## src/rtl/tlb_maint_ctrl_pkg.sv

```systemverilog
// Shared definitions for the TLB maintenance controller: op codes, INVTLB
// sub-op codes, page-size encodings and the controller state encoding.
package tlb_maint_ctrl_pkg;

    localparam int             TLBNUM_DEF    = 16;
    localparam int             IDX_W_DEF     = 4;
    localparam logic [3:0]     LFSR_SEED_DEF = 4'b1010;
    localparam logic [3:0]     LFSR_TAPS_DEF = 4'b1100;

    localparam logic [5:0]     PS_4K = 6'd12;
    localparam logic [5:0]     PS_4M = 6'd21;

    typedef enum logic [2:0] {
        OP_SRCH = 3'd0,
        OP_RD   = 3'd1,
        OP_WR   = 3'd2,
        OP_FILL = 3'd3,
        OP_INV  = 3'd4
    } tlb_op_e;

    typedef enum logic [4:0] {
        INV_ALL0      = 5'd0,
        INV_ALL1      = 5'd1,
        INV_G         = 5'd2,
        INV_NG        = 5'd3,
        INV_NG_ASID   = 5'd4,
        INV_NG_ASID_V = 5'd5,
        INV_GA_V      = 5'd6
    } inv_op_e;

    typedef enum logic [1:0] {
        ST_IDLE  = 2'd0,
        ST_EXEC  = 2'd1,
        ST_SWEEP = 2'd2,
        ST_DONE  = 2'd3
    } state_e;

endpackage

```

## src/rtl/tlb_maint_ctrl_lfsr.sv

```systemverilog
// Free-running Galois LFSR that supplies the TLBFILL replacement index.
// With a nonzero seed and primitive taps it never reaches the all-zero state.
module tlb_lfsr #(
    parameter int               IDX_W = 4,
    parameter logic [IDX_W-1:0] SEED  = 4'b1010,
    parameter logic [IDX_W-1:0] TAPS  = 4'b1100
) (
    input  logic             clk,
    input  logic             resetn,
    output logic [IDX_W-1:0] rnd
);

    always_ff @(posedge clk or negedge resetn) begin
        if (!resetn) begin
            rnd <= SEED;
        end else begin
            rnd <= (rnd >> 1) ^ ({IDX_W{rnd[0]}} & TAPS);
        end
    end

endmodule

```

## src/rtl/tlb_maint_ctrl.sv

```systemverilog
// TLB maintenance sequencer: runs one committed TLBSRCH/TLBRD/TLBWR/TLBFILL
// op per handshake, or a full-array INVTLB sweep, then pulses done/refetch.
module tlb_maint_ctrl
    import tlb_maint_ctrl_pkg::*;
#(
    parameter int               TLBNUM    = TLBNUM_DEF,
    parameter int               IDX_W     = $clog2(TLBNUM),
    parameter logic [IDX_W-1:0] LFSR_SEED = LFSR_SEED_DEF,
    parameter logic [IDX_W-1:0] LFSR_TAPS = LFSR_TAPS_DEF
) (
    input  logic             clk,
    input  logic             resetn,
    input  logic             op_valid,
    output logic             op_ready,
    input  logic [2:0]       op_code,
    input  logic             op_srch_hit,
    input  logic [IDX_W-1:0] op_srch_idx,
    input  logic [4:0]       inv_op,
    input  logic [9:0]       inv_asid,
    input  logic [18:0]      inv_vppn,
    input  logic [IDX_W-1:0] csr_tlbidx_index,
    output logic [IDX_W-1:0] r_index,
    input  logic             r_e,
    input  logic             r_g,
    input  logic [9:0]       r_asid,
    input  logic [18:0]      r_vppn,
    input  logic [5:0]       r_ps,
    output logic             tlbrd_we,
    output logic             tlbsrch_we,
    output logic             tlbsrch_hit,
    output logic [IDX_W-1:0] tlbsrch_hit_index,
    output logic             tlb_we,
    output logic [IDX_W-1:0] w_index,
    output logic             inv_we,
    output logic [IDX_W-1:0] inv_index,
    output logic             op_done,
    output logic             refetch
);

    localparam logic [IDX_W-1:0] LAST_IDX = IDX_W'(TLBNUM - 1);

    state_e           state;
    state_e           state_next;
    logic             accept;
    logic [2:0]       op_q;
    logic [4:0]       inv_op_q;
    logic [9:0]       inv_asid_q;
    logic [18:0]      inv_vppn_q;
    logic [IDX_W-1:0] idx_q;
    logic [IDX_W-1:0] fill_idx_q;
    logic             srch_hit_q;
    logic [IDX_W-1:0] srch_idx_q;
    logic [IDX_W-1:0] sweep_idx;
    logic [IDX_W-1:0] lfsr_rnd;
    logic             asid_eq;
    logic             vm;
    logic             match;

    tlb_lfsr #(
        .IDX_W (IDX_W),
        .SEED  (LFSR_SEED),
        .TAPS  (LFSR_TAPS)
    ) u_lfsr (
        .clk    (clk),
        .resetn (resetn),
        .rnd    (lfsr_rnd)
    );

    assign accept            = op_valid && (state == ST_IDLE);
    assign tlbsrch_hit       = srch_hit_q;
    assign tlbsrch_hit_index = srch_idx_q;

    // All op operands are captured at accept so WB may move on; the fill
    // index is the LFSR value of the accept cycle, not of the write cycle.
    always_ff @(posedge clk or negedge resetn) begin
        if (!resetn) begin
            state      <= ST_IDLE;
            op_q       <= '0;
            inv_op_q   <= '0;
            inv_asid_q <= '0;
            inv_vppn_q <= '0;
            idx_q      <= '0;
            fill_idx_q <= '0;
            srch_hit_q <= 1'b0;
            srch_idx_q <= '0;
            sweep_idx  <= '0;
        end else begin
            state <= state_next;
            if (accept) begin
                op_q       <= op_code;
                inv_op_q   <= inv_op;
                inv_asid_q <= inv_asid;
                inv_vppn_q <= inv_vppn;
                idx_q      <= csr_tlbidx_index;
                fill_idx_q <= lfsr_rnd;
                sweep_idx  <= '0;
                if (op_code == OP_SRCH) begin
                    srch_hit_q <= op_srch_hit;
                    srch_idx_q <= op_srch_idx;
                end
            end
            if (state == ST_SWEEP) begin
                sweep_idx <= sweep_idx + IDX_W'(1);
            end
        end
    end

    // A 4M page compares only the upper VPPN bits; 4K compares all of them.
    always_comb begin
        asid_eq = (r_asid == inv_asid_q);
        if (r_ps == PS_4M) begin
            vm = (r_vppn[18:9] == inv_vppn_q[18:9]);
        end else begin
            vm = (r_vppn == inv_vppn_q);
        end
        case (inv_op_q)
            INV_ALL0, INV_ALL1: match = r_e;
            INV_G:              match = r_e & r_g;
            INV_NG:             match = r_e & ~r_g;
            INV_NG_ASID:        match = r_e & ~r_g & asid_eq;
            INV_NG_ASID_V:      match = r_e & ~r_g & asid_eq & vm;
            INV_GA_V:           match = r_e & (r_g | asid_eq) & vm;
            default:            match = 1'b0;
        endcase
    end

    always_comb begin
        state_next = state;
        op_ready   = 1'b0;
        r_index    = csr_tlbidx_index;
        tlbrd_we   = 1'b0;
        tlbsrch_we = 1'b0;
        tlb_we     = 1'b0;
        w_index    = '0;
        inv_we     = 1'b0;
        inv_index  = '0;
        op_done    = 1'b0;
        refetch    = 1'b0;
        case (state)
            ST_IDLE: begin
                op_ready = 1'b1;
                if (accept) begin
                    if (op_code == OP_INV) begin
                        state_next = ST_SWEEP;
                    end else if (op_code <= OP_FILL) begin
                        state_next = ST_EXEC;
                    end else begin
                        state_next = ST_DONE;
                    end
                end
            end
            ST_EXEC: begin
                state_next = ST_DONE;
                case (op_q)
                    OP_SRCH: tlbsrch_we = 1'b1;
                    OP_RD: begin
                        r_index  = idx_q;
                        tlbrd_we = 1'b1;
                    end
                    OP_WR: begin
                        tlb_we  = 1'b1;
                        w_index = idx_q;
                    end
                    OP_FILL: begin
                        tlb_we  = 1'b1;
                        w_index = fill_idx_q;
                    end
                    default: ;
                endcase
            end
            ST_SWEEP: begin
                r_index   = sweep_idx;
                inv_we    = match;
                inv_index = sweep_idx;
                if (sweep_idx == LAST_IDX) begin
                    state_next = ST_DONE;
                end
            end
            ST_DONE: begin
                op_done    = 1'b1;
                refetch    = 1'b1;
                state_next = ST_IDLE;
            end
            default: state_next = ST_IDLE;
        endcase
    end

endmodule

```

## config.mk

```make
export PLATFORM = sky130hd
export DESIGN_NAME = tlb_maint_ctrl
export DESIGN_NICKNAME = d
export VERILOG_FILES = /design/src/rtl/tlb_maint_ctrl_pkg.sv /design/src/rtl/tlb_maint_ctrl_lfsr.sv /design/src/rtl/tlb_maint_ctrl.sv
export SDC_FILE = /design/constraint.sdc
export NUM_CORES = 1
export LEC_CHECK = 0
export BUFFER_PORTS_ARGS = -buffer_cell sky130_fd_sc_hd__buf_2
export CAP_MARGIN = 20
export CORE_MARGIN = 10
export CORE_UTILIZATION = 50
export CTS_BUF_LIST = sky130_fd_sc_hd__clkbuf_4 sky130_fd_sc_hd__clkbuf_8
export DETAILED_ROUTE_END_ITERATION = 8
export PLACE_DENSITY = 0.81
export SETUP_SLACK_MARGIN = 0.05
export SYNTH_ARGS = -nofsm -noshare
export SYNTH_HDL_FRONTEND = slang
export SYNTH_SLANG_ARGS = --single-unit
```

## constraint.sdc

```tcl
create_clock -name clk -period 1.85 [get_ports clk]
set_input_delay 0 -clock clk [delete_from_list [all_inputs] [get_ports clk]]
set_output_delay 0 -clock clk [all_outputs]
set_load 0.01 [all_outputs]
```

==> run summary <==
• **fraction of layout cells with a size suffix above 1** 0.5000
• **largest net degree at the start of global routing** 50
• **final count of negative-setup-slack endpoints** 0
• **count of cells along the worst hold path** 4
• **synthesized-area fraction occupied by xor and xnor cells** 0.09739
• **area of the mapped netlist** 2968 sq um
• **Tightest Hold Check Type** input pin to flip-flop
• **relative max-transition margin** 0.5273
• **clock-pin transition on the worst setup and hold timing paths** 0.06 ns
• **Crit Path Max Fanout** 3
• **clock tree root buffer cell** clkbuf_8
• **required time at the endpoint of the critical path** 1.85 ns
• **count of pins on the block boundary** 110
• **initial antenna violation count** 1
• **share of synthesized flip-flops with an asynchronous set or reset** 1.000
• **post-synthesis cell type count** 34
• **final hold violation count** 0
• **number of sinks driven by the clock tree** 60
• **htree depth** 3
• **library cell occupying the most area in the post-synthesis netlist** dfrtp_1
• **Setup CP Type** flip-flop to primary output
• **routing usage on met1** 0.1904
• **number of buffers added on ports** 109
• **unrepaired setup endpoints after global routing** true
• **initial standard-cell utilization of the core** 0.5073
• **global-route congestion overflow total** 0
• **wire per inst** 17.34 um
• **fin nets** 499
• **fraction of the mapped netlist area in compound gates** 0.04637
• **synthesis warning total** 0
• **PnR Total Power** 6.162 mW
• **total CTS buffers** 9
• **syn_area_per_cell** 12.42 sq um
• **share of the clock period used by the worst path after layout** 0.9917
• **Post-Route Setup TNS** 0 ns
• **result of the run** finished clean
• **nets in the synthesized netlist** 331
• **DRC marker count from the first detailed-route iteration** 30
• **synthesis-stage register bit count** 60
• **clock period minus worst slack** 1.835 ns
• **area delta synth->final** 50.30%
• **leakage power** 2.168 nW
• **floorplan row count** 28
• **ratio of routed vias to standard cells** 5.180
• **transition time of the tightest slew-check pin** 0.7091 ns
• **global-route wire length before repair** 13460 um
• **fraction of post-synthesis cell area in the top cell type by area** 0.4890
• **Vias** 2528
• **filler cell count in the final layout** 373
• **final setup skew** 0.01416 ns
• **depth of the worst register-to-register path** 7
• **Total Wirelength** 8464 um
• **horizontal die dimension** 97.05 um
• **die height** 97.05 um
• **number of instances in the synthesized netlist** 239
• **sort of element at the end of the critical path** primary output
• **vias in the first global route** 2800
• **most used flip-flop cell after synthesis** dfrtp_1
• **Most Used Layer, Global Route** met2
• **Max-cap violations** 0
• **most common cell after layout, fill and taps aside** buf_2
• **DRC viols** 0
• **floorplan die area** 9418 sq um
• **total routing resource utilization after global routing** 0.1735
• **Critical Path Start Type** flip-flop
• **number of detailed-route iterations in the first pass** 4
• **Clk Latency, worst-skew pair** 0.33 ns
• **final max-slew violation count** 0
• **top cells by area, synth** dfrtp_1, mux2_2, xor2_1
• **fraction of the yosys area taken by sequential cells** 0.5067
• **fraction of the mapped netlist area in simple logic gates** 0.09696
• **Post-Route Utilization** 0.7624
• **post-synthesis adder-cell area fraction** 0.02530
• **met3 Use GR** 0.03841
• **dominant combinational cell family by area after synthesis** multiplexers
• **critical path arrival** 1.83 ns
• **highest attainable clock frequency** 545.1 MHz
• **pwr dens** 1381 nW/um^2
• **number of flops mapped to enable cells by yosys** 0
• **multiplexer share of the synthesized area** 0.2099
• **buffer levels on the longest clock path** 2
• **post-detailed-route count of antenna-violating nets** 0
• **TritonCTS clock tree** yes
• **sum of net half-perimeters after detailed placement** 5474 um
• **standard cell core area** 5851 sq um
• **most frequent cells in the layout** buf_2, dfrtp_1, mux2_2
• **hold_ws** 0.1695 ns
• **last weighted congestion value of the routability-driven placer** 0.8044
• **Global Route met2 Usage** 0.3066
• **Peak supply drop** 1.505 mV
## path summary, 6_finish.rpt
check / endpoint / start / slack (ns)
max in group asynchronous: inv_vppn_q[3] / resetn / 0.97
worst max register to register: inv_vppn_q[5] / state[0] / 0.09
worst min register to register: u_lfsr.rnd[1] / u_lfsr.rnd[2] / 0.38
worst max-delay path: inv_we / state[0] / 0.02
min in group asynchronous: tlbsrch_hit_index[0] / resetn / 0.25
worst min-delay path: state[1] / op_valid / 0.17
## power by group
group	leakage, nW	switching [mW]	internal, mW
Sequential	0.729	0.516	1.90
Combinational	1.34	1.14	1.49
Clock	0.103	0.494	0.623
## repair_timing
item | 4_1_cts | 5_1_grt
hold buffers | 47 | 0
endpoints found under the setup margin | 5 | 10
resized for setup | 9 | 17
setup buffers | 3 | 3
pin swaps | 5 | 3
hold endpoints to repair | 73 | 0
## kinds of logic after synthesis
logic type,after synthesis
fa+ha+maj,6
simple gates,52
xor+xnor,33
flops,60
buf+inv,12
mux,56
compound gates,20
## state kept, by name, summed over array words and instances, names as in the netlist
| register | count |
|---|---|
| fill_idx_q | 4 |
| idx_q | 4 |
| inv_asid_q | 10 |
| inv_op_q | 5 |
| inv_vppn_q | 19 |
| op_q | 3 |
| state | 2 |
| sweep_idx | 4 |
| tlbsrch_hit | 1 |
| tlbsrch_hit_index | 4 |
| u_lfsr.rnd | 4 |
## cells in the mapped netlist (2+ instances only)
master / n
dfrtp_1: 58
mux2_2: 50
xor2_1: 20
xnor2_1: 13
nand2_1: 11
nand3_1: 7
nor2_1: 7
ha_1: 6
mux2i_1: 6
o21ai_0: 6
a21o_1: 4
a22o_1: 4
and2_1: 4
nand2b_1: 4
nand4_1: 4
nor4_1: 4
buf_1: 3
clkbuf_1: 3
inv_1: 3
a21oi_1: 2
buf_2: 2
dfstp_2: 2
nand3b_1: 2
nor3_1: 2
nor4b_1: 2
o211ai_1: 2
## worst max-delay path, cell delays in order (launching register included)
cell and delay (ns):
dfrtp_1 0.41, inv_2 0.10, ha_4 0.16, nand2b_4 0.06
a311oi_2 0.29, nand4_1 0.13, nand2_1 0.10, a31o_1 0.14
buf_2 0.13
## cell type report
type | count | area, sq um | share of cell area
Clock inverter | 2 | 10.01 | 0.002244
Antenna cell | 1 | 2.502 | 0.0005610
Tap cell | 75 | 93.84 | 0.02104
Sequential cell | 60 | 1504 | 0.3372
Multi-Input combinational cell | 167 | 1543 | 0.3459
Clock buffer | 14 | 180.2 | 0.04039
Inverter | 3 | 11.26 | 0.002525
Timing Repair Buffer | 166 | 1116 | 0.2502
## routing by layer
metal  wire length (um)  vias to the layer above
met4                227                        0
met2               4446                       79
met5                  0                        -
li1                   -                     1183
met3                413                       22
met1               3378                     1244
## metrics by stage
| step | setup slack (ns) | cells | area [sq um] |
|---|---|---|---|
| finish | 0.01539 | 488 | 4461 |
| global route | -0.1016 | 488 | 4461 |
| CTS | 0.006348 | 484 | 4343 |
| detailed placement | 0.1671 | 418 | 3625 |
| global placement | 0.1997 | 418 | 3625 |
| floorplan | 0.1323 | 239 | 2968 |
Power figures use the tool's default switching activity.
